===== config.mk =====
export PLATFORM = sky130hd
export DESIGN_NAME = sram_arbiter
export DESIGN_NICKNAME = d
export VERILOG_FILES = /design/src/rtl/sram_arbiter.sv
export SDC_FILE = /design/constraint.sdc
export NUM_CORES = 1
export LEC_CHECK = 0
export ABC_AREA = 1
export CAP_MARGIN = 20
export CELL_PAD_IN_SITES_DETAIL_PLACEMENT = 1
export CELL_PAD_IN_SITES_GLOBAL_PLACEMENT = 2
export CORE_MARGIN = 4
export CORE_UTILIZATION = 22
export CTS_BUF_LIST = sky130_fd_sc_hd__clkbuf_2 sky130_fd_sc_hd__clkbuf_4 sky130_fd_sc_hd__clkbuf_8
export DETAILED_ROUTE_END_ITERATION = 7
export GPL_TIMING_DRIVEN = 1
export PLACE_DENSITY_LB_ADDON = 0.3
export SYNTH_ARGS = -nofsm -noshare
export SYNTH_HDL_FRONTEND = slang
export SYNTH_SLANG_ARGS = --single-unit
export TNS_END_PERCENT = 10

===== constraint.sdc =====
create_clock -name clk_25 -period 1.3 [get_ports clk_25]
set_input_delay 0.13 -clock clk_25 [delete_from_list [all_inputs] [get_ports clk_25]]
set_output_delay 0.13 -clock clk_25 [all_outputs]
set_load 0.005 [all_outputs]

===== src/rtl/sram_arbiter.sv =====
// sram_arbiter: shares one asynchronous 8-bit SRAM between the ioctl download
// stream and the CPU memory port. Every access runs IDLE -> SETUP -> PULSE -> HOLD,
// and all SRAM pins and status outputs come straight from registers.
module sram_arbiter #(
    parameter int unsigned ACC_CYCLES = 2,
    parameter logic [7:0]  ROM_INDEX  = 8'h00,
    parameter logic [20:0] LOAD_BASE  = 21'h000000
) (
    input  logic        clk_25,
    input  logic        reset,
    input  logic        ioctl_download,
    input  logic        ioctl_wr,
    input  logic [24:0] ioctl_addr,
    input  logic [7:0]  ioctl_dout,
    input  logic [7:0]  ioctl_index,
    output logic        ioctl_wait,
    output logic        dl_overrun,
    input  logic        cpu_req,
    input  logic        cpu_we,
    input  logic [20:0] cpu_addr,
    input  logic [7:0]  cpu_wdata,
    output logic [7:0]  cpu_rdata,
    output logic        cpu_ack,
    output logic        busy,
    output logic [20:0] SRAM_A,
    output logic        SRAM_WE_n,
    output logic [7:0]  SRAM_DQ_O,
    output logic        SRAM_DQ_OE,
    input  logic [7:0]  SRAM_DQ_I
);

    localparam logic [3:0] LAST_CNT = 4'(ACC_CYCLES - 1);

    typedef enum logic [1:0] {
        S_IDLE  = 2'd0,
        S_SETUP = 2'd1,
        S_PULSE = 2'd2,
        S_HOLD  = 2'd3
    } state_t;

    state_t      r_state;
    state_t      w_state_next;
    logic [3:0]  r_cnt;
    logic [3:0]  w_cnt_next;

    // Download holding register
    logic        r_dl_pending;
    logic [20:0] r_dl_addr;
    logic [7:0]  r_dl_data;
    logic        r_dl_overrun;
    logic        r_dl_prev;

    // Grant bookkeeping for the access in flight
    logic        r_grant_dl;
    logic        r_acc_we;
    logic        r_last_dl;

    // Registered outputs and their next values
    logic [20:0] r_sram_a,    w_sram_a_next;
    logic [7:0]  r_dq_o,      w_dq_o_next;
    logic        r_dq_oe,     w_dq_oe_next;
    logic        r_we_n,      w_we_n_next;
    logic [7:0]  r_cpu_rdata, w_cpu_rdata_next;
    logic        r_cpu_ack,   w_cpu_ack_next;
    logic        r_busy,      w_busy_next;

    logic        w_cpu_cand;
    logic        w_dl_cand;
    logic        w_grant_any;
    logic        w_grant_dl;
    logic        w_pulse_done;
    logic        w_capture;
    logic        w_dl_done;
    logic        w_dl_rise;
    logic [20:0] w_dl_addr_sum;
    logic        w_unused_addr;

    // Upper download address bits lie beyond the 2 MB SRAM and are ignored
    assign w_unused_addr = ^ioctl_addr[24:21];

    // The CPU is never a candidate in its own ack cycle, so a stale request
    // that is being dropped cannot start a second access.
    assign w_cpu_cand   = cpu_req & ~r_cpu_ack;
    assign w_dl_cand    = r_dl_pending;
    assign w_grant_any  = w_cpu_cand | w_dl_cand;
    // With both candidates, alternate away from whoever was served last
    assign w_grant_dl   = w_dl_cand & (~w_cpu_cand | ~r_last_dl);
    assign w_pulse_done = (r_cnt == LAST_CNT);

    assign w_capture     = ioctl_wr & ioctl_download & (ioctl_index == ROM_INDEX);
    assign w_dl_done     = (r_state == S_HOLD) & r_grant_dl;
    assign w_dl_rise     = ioctl_download & ~r_dl_prev;
    assign w_dl_addr_sum = ioctl_addr[20:0] + LOAD_BASE;

    // State register and PULSE-length counter
    always_ff @(posedge clk_25) begin
        if (reset) begin
            r_state <= S_IDLE;
            r_cnt   <= 4'd0;
        end else begin
            r_state <= w_state_next;
            r_cnt   <= w_cnt_next;
        end
    end

    // Next-state logic: fixed SETUP/HOLD, PULSE stretched to ACC_CYCLES
    always_comb begin
        w_state_next = r_state;
        w_cnt_next   = r_cnt;
        case (r_state)
            S_IDLE: begin
                if (w_grant_any) begin
                    w_state_next = S_SETUP;
                end
            end
            S_SETUP: begin
                w_state_next = S_PULSE;
                w_cnt_next   = 4'd0;
            end
            S_PULSE: begin
                if (w_pulse_done) begin
                    w_state_next = S_HOLD;
                end else begin
                    w_cnt_next = r_cnt + 4'd1;
                end
            end
            S_HOLD: begin
                w_state_next = S_IDLE;
            end
            default: begin
                w_state_next = S_IDLE;
            end
        endcase
    end

    // Output logic: next values for every registered pin and status output
    always_comb begin
        w_sram_a_next    = r_sram_a;
        w_dq_o_next      = r_dq_o;
        w_dq_oe_next     = r_dq_oe;
        w_we_n_next      = 1'b1;
        w_cpu_rdata_next = r_cpu_rdata;
        w_cpu_ack_next   = 1'b0;
        w_busy_next      = (w_state_next != S_IDLE);
        case (r_state)
            S_IDLE: begin
                if (w_grant_any) begin
                    w_sram_a_next = w_grant_dl ? r_dl_addr : cpu_addr;
                    w_dq_o_next   = w_grant_dl ? r_dl_data : cpu_wdata;
                    w_dq_oe_next  = w_grant_dl | cpu_we;
                end
            end
            S_SETUP: begin
                w_we_n_next = ~r_acc_we;
            end
            S_PULSE: begin
                if (w_pulse_done) begin
                    // Data has settled for the whole pulse; sample it as we leave
                    if (!r_acc_we) begin
                        w_cpu_rdata_next = SRAM_DQ_I;
                    end
                end else begin
                    w_we_n_next = ~r_acc_we;
                end
            end
            S_HOLD: begin
                w_dq_oe_next   = 1'b0;
                w_cpu_ack_next = ~r_grant_dl;
            end
            default: begin
                w_dq_oe_next = 1'b0;
            end
        endcase
    end

    // Output registers
    always_ff @(posedge clk_25) begin
        if (reset) begin
            r_sram_a    <= 21'd0;
            r_dq_o      <= 8'd0;
            r_dq_oe     <= 1'b0;
            r_we_n      <= 1'b1;
            r_cpu_rdata <= 8'd0;
            r_cpu_ack   <= 1'b0;
            r_busy      <= 1'b0;
        end else begin
            r_sram_a    <= w_sram_a_next;
            r_dq_o      <= w_dq_o_next;
            r_dq_oe     <= w_dq_oe_next;
            r_we_n      <= w_we_n_next;
            r_cpu_rdata <= w_cpu_rdata_next;
            r_cpu_ack   <= w_cpu_ack_next;
            r_busy      <= w_busy_next;
        end
    end

    // Latch who was granted and the direction, for the rest of the access
    always_ff @(posedge clk_25) begin
        if (reset) begin
            r_grant_dl <= 1'b0;
            r_acc_we   <= 1'b0;
            r_last_dl  <= 1'b0;
        end else if ((r_state == S_IDLE) && w_grant_any) begin
            r_grant_dl <= w_grant_dl;
            r_acc_we   <= w_grant_dl | cpu_we;
            r_last_dl  <= w_grant_dl;
        end
    end

    // Download capture: one-byte buffer, overrun flag sticky until the next window
    always_ff @(posedge clk_25) begin
        if (reset) begin
            r_dl_pending <= 1'b0;
            r_dl_addr    <= 21'd0;
            r_dl_data    <= 8'd0;
            r_dl_overrun <= 1'b0;
            r_dl_prev    <= 1'b0;
        end else begin
            r_dl_prev <= ioctl_download;
            if (w_dl_rise) begin
                r_dl_overrun <= 1'b0;
            end
            // A byte arriving on the completion edge replaces the finished one
            if (w_capture && (!r_dl_pending || w_dl_done)) begin
                r_dl_pending <= 1'b1;
                r_dl_addr    <= w_dl_addr_sum;
                r_dl_data    <= ioctl_dout;
            end else if (w_capture) begin
                r_dl_overrun <= 1'b1;
            end else if (w_dl_done) begin
                r_dl_pending <= 1'b0;
            end
        end
    end

    assign ioctl_wait = r_dl_pending;
    assign dl_overrun = r_dl_overrun;
    assign cpu_rdata  = r_cpu_rdata;
    assign cpu_ack    = r_cpu_ack;
    assign busy       = r_busy;
    assign SRAM_A     = r_sram_a;
    assign SRAM_WE_n  = r_we_n;
    assign SRAM_DQ_O  = r_dq_o;
    assign SRAM_DQ_OE = r_dq_oe;

endmodule

After elaboration in Yosys (flattened, before gate mapping):

Cells that the tools add are included.

* logic and storage cells: 72
* register bits: 81
* output and inout bits: 43
* input port bits: 84

* reductions and logical operators: 16
* bitwise operators: 15
* multiplexer cells: 17
* add/sub/neg operators: 1
* eq/ne operators: 7

Operator list (count)
* $mux 21: 1
* $logic_not 8->1: 1
* $mux 1: 8
* $mux 8: 1
* $pmux 2 s4: 1
* $pmux 4 s2: 1
* $reduce_and 2->1: 4
* $reduce_bool 2->1: 4
* $and 1x1->1: 6
* $not 1->1: 6
* $add 4x1->4 const B: 1
* $eq 2x2->1 const B: 2
* $eq 4x1->1 const B: 1
* $mux 2: 2
* $mux 4: 1
* $ne 2x2->1 const B: 2
* $pmux 1 s2: 2
* $or 1x1->1: 3
* $reduce_and 3->1: 1
* $eq 2x1->1 const B: 1
* $logic_and 1x1->1: 2
* $logic_not 2->1: 1
* $ne 2x1->1 const B: 1
* $reduce_or 2->1: 1
* 2 further kinds: 2

Longest topological paths before layout:

* word-level depth: 8
* depth in mapped cells: 10
* mapped depth without buffers: 9

Worst setup path before layout:

Ideal clock, no wire load.

* path kind: reg2reg
* start point: register r_state[0]
* end point: register r_sram_a[18] (netlist: SRAM_A[18])
* path slack: 2 ps
* data arrival time: 1190 ps
* setup time: 109 ps
* stages on the path, launching flop included: 10
* path buffers: 1
* path through: dfxtp_1 -> inv_1 -> ha_1 -> nand2_1 -> inv_2 -> buf_4 -> nor2_1 -> nor2_1 -> nand2_1 -> inv_1

* word-level cells in the longest chain between the ends: 2

Ends and longest elaborated chain
* from (decl): RTL line 41 `state_t r_state;`
* from (signal assigned): RTL line 101 `r_state <= w_state_next;`
* $logic_not 2->1: RTL line 145 `case (r_state)`
* $reduce_and 2->1 (no line)
* to (signal assigned): RTL line 187 `r_sram_a <= w_sram_a_next;`
* to (decl): RTL line 59 `logic [20:0] r_sram_a, w_sram_a_next;`

Every way passes these cells.
A chain may end at the register's enable or synchronous reset.

Final worst setup path:

* start point: register r_state[0]
* end point: register r_dl_addr[9]

* word-level cells in the longest chain between the ends: 4

Ends and longest elaborated chain
* $eq 2x2->1: RTL line 91 `assign w_dl_done = (r_state == S_HOLD) & r_grant_dl;`
* $and 1x1->1: RTL line 91
* $logic_or 1x1->1: RTL line 224 `if (w_capture && (!r_dl_pending || w_dl_done)) begin`
* $logic_and 1x1->1: RTL line 224
* to (signal assigned): RTL line 226 `r_dl_addr <= w_dl_addr_sum;`
* to (decl): RTL line 48 `logic [20:0] r_dl_addr;`

Every way passes these cells.

==> flow_summary.ini <==
[drt]
drc = 0
drt_iter0_markers = 182
drt-total-wl_um = 14100
wl_met1_um = 6680
routed-via-count = 4238
ant_nets = 0
top_layer = met4
met2_length_um = 6610
vias_per_cell = 4.20
wl_per_cell_um = 14.0
first_pass_iters = 4
wl_met3_um = 611

[critical_path]
cp_cell_sequence = ha_4, nand2_4, nand2_4, nand3_4, clkbuf_16, nand2_1, inv_1, nor2_1
endpoint_kind = register
arrival_ns = 1.58
reg2reg_to = r_dl_addr[9]$_SDFFE_PP0P_
cpMostUsedCell = nand2_4
rr_worst_depth = 8
crit_required_ns = 1.60
cp_slowest_stage_delay_ns = 0.38
crit_fanout = 15
critPathLaunchType = register
worstSetupPathType = reg -> reg
reg2reg_from = r_state[0]$_SDFF_PP0_
r2r_slack_ns = 0.02
critPathSlowestCell = dfxtp_4

[timing]
whs_ns = 0.254
hold_violations = 0
skew_ns = 0.00673
min_period_ns = 1.28
setup_violations = 0
slew_viol_final = 0
tightestPinTransition_ns = 0.320
max_freq_ghz = 0.781
rsz0062_at_grt = true
fin_tns_setup_ns = 0
timing.final.crit_share_pct = 98.5
relSlewSlack_pct = 78.6

[yosys]
ys_seq_elements = 81
seq_area_frac_synth_pct = 40.3
syn_area_um2 = 4030
syn_inst = 637
yosysWarnings = 0
synthDistinctLibCells = 25
syn-num-nets = 727
syn_area_per_cell_um2 = 6.32

[pwr]
power_mw = 6.21
swShare_pct = 29.6
p_leak_nw = 3.10
p_per_area_nw_per_um2 = 1010
ir_drop_uv = 474
p_switching_mw = 1.84
clkPwrFrac_pct = 28.9
p_comb_share_pct = 26.0
p_int_mw = 4.37
seqPwrFrac_pct = 45.1

[final_layout]
n_antenna_cell = 0
drive_gt1_share_pct = 16.2
post-route-cell-area_um2 = 6150
layout_commonest_cell = nand2_1
layout_common_cells = nand2_1 (164), inv_1 (129), nor2_1 (84), clkdlybuf4s50_1 (78), dfxtp_1 (54)
area_growth_pct = 52.7
nets = 865

[placement]
gp_congestion = 0.762
port_buffers = 122
dp_hpwl_um = 10200
placed_area_um2 = 5690

[clock_network]
cts_buffers = 9
insertion_delay_ns = 0.36
cts.reportedPaths.clkPinSlew_ns = 0.08
cts_buffer_depth = 2
cts.sinks = 81
cts_hold_buf = 0
cts.root.buffer_cell = clkbuf_8
cts_tree = yes
htree_levels = 3

[run_status]
status = finished clean

[die]
dieArea_um2 = 20500
ios = 127
die_w_um = 143
coreArea_um2 = 18000
start_util_pct = 22.4
fp.dieH_um = 143
fp-row-count = 49

[min_path]
hold_path.class = in -> reg
min_from = reset
hold-path-endpoint = cpu_rdata[4]$_SDFFE_PP0P_
hold_depth = 3

[global_route]
grt_overflow = 0
antenna_found_initial = 0
grt_pass1_vias = 4552
grt_usage_pct = 13.7
grt_max_degree = 32
grt_pass1_wl_um = 22600

[flow_run]
max_cap_violations = 0
-- cells in the mapped netlist, drive strengths merged --
cell type,number,area [um2]
clkbuf,1,3.75
dfxtp,81,1620
clkinv,1,3.75
nand3b,1,7.51
buf,32,181
nor3b,1,7.51
a21oi,17,85.1
nor3,1,5.00
ha,6,75.1
or2,1,6.26
nor2,95,359
o211ai,1,7.51
nand3,40,210
inv,137,514
xor2,1,8.76
nand2,181,684
nand4,37,231
o21ai,3,15.0
-- flip-flops by register name, indices dropped and copies added, names as in the netlist, 2 cells and up --
name / cells
r_dl_data: 8
r_state: 2
cpu_rdata: 8
r_cnt: 4
SRAM_A: 21
SRAM_DQ_O: 8
r_dl_addr: 21
-- power by group through the flow --
stage / combinational [mW] / sequential (mW) / clock (mW)
final: 1.62 / 2.80 / 1.79
after global routing: 1.82 / 2.83 / 1.97
after CTS: 1.53 / 2.80 / 1.89
after detailed placement: 1.59 / 2.84 / 0
after global placement: 1.56 / 2.83 / 0
after floorplan: 0.664 / 2.83 / 0
-- stage by stage --
stage | std cells | setup slack (ns) | utilization [%]
after floorplan | 637 | 0.00156 | -
after global placement | 986 | -0.213 | 31.7
after detailed placement | 986 | -0.226 | 31.7
after CTS | 1003 | -0.0764 | 32.9
after global routing | 1009 | -0.0848 | 34.2
final | 1009 | 0.0189 | 34.2
-- kinds of logic (layout without fill, tap and decap cells) --
kind of cell             after synthesis  count (layout)  synth area share [%]
AND/OR/NAND/NOR                      357             357                  37.5
buffers and inverters                171             314                  17.5
flip-flops                            81              81                  40.3
AO/OA/AOI/OAI                         21              21                  2.67
adder cells (fa/ha/maj)                6               6                  1.86
XOR/XNOR                               1               1                 0.217
-- layout make-up --
cell class / count / area, um2
fill: 2226 / 11800
multi-input combinational: 385 / 1870
sequential: 81 / 1660
timing repair buffer: 160 / 1630
inverter: 138 / 526
tap: 229 / 287
clock buffer: 13 / 166
clock inverter: 3 / 15.0
-- what timing repair did --
item / 4_1_cts / 5_1_grt
buffers inserted: 1 / 3
pin swaps: 6 / 29
resized for setup: 77 / 48
endpoints found under the setup margin: 114 / 76
gates cloned: 0 / 3
-- worst max-delay path by stage --
stage / start / end / slack [ns] / cells past startpoint
3_5_place_dp: cpu_req / SRAM_A[9]$_SDFFE_PP0P_ / -0.23 / 9
6_report: r_state[0]$_SDFF_PP0_ / r_dl_addr[9]$_SDFFE_PP0P_ / 0.02 / 8
3_3_place_gp: cpu_req / SRAM_DQ_O[5]$_SDFFE_PP0P_ / -0.21 / 9
5_1_grt: r_state[0]$_SDFF_PP0_ / SRAM_DQ_O[3]$_SDFFE_PP0P_ / -0.08 / 9
4_1_cts: SRAM_A[13]$_SDFFE_PP0P_ / SRAM_A[13] / -0.08 / 1
2_1_floorplan: r_state[0]$_SDFF_PP0_ / SRAM_A[18]$_SDFFE_PP0P_ / 0.002 / 9
-- metal layers --
metal  up-vias  global-route usage [%]
met4         0                    4.46
met2        84                    23.0
met1      1972                    17.7
li1       2170                       -
met5         -                       0
met3        12                    2.80
-- worst max-delay path: cells and delay by family, from the launching register on --
family,cells,cell delay (ns)
buf+inv,2,0.26
simple gates,5,0.42
fa+ha+maj,1,0.15
flops,1,0.38
No activity file was read; power rests on OpenSTA's default activity.
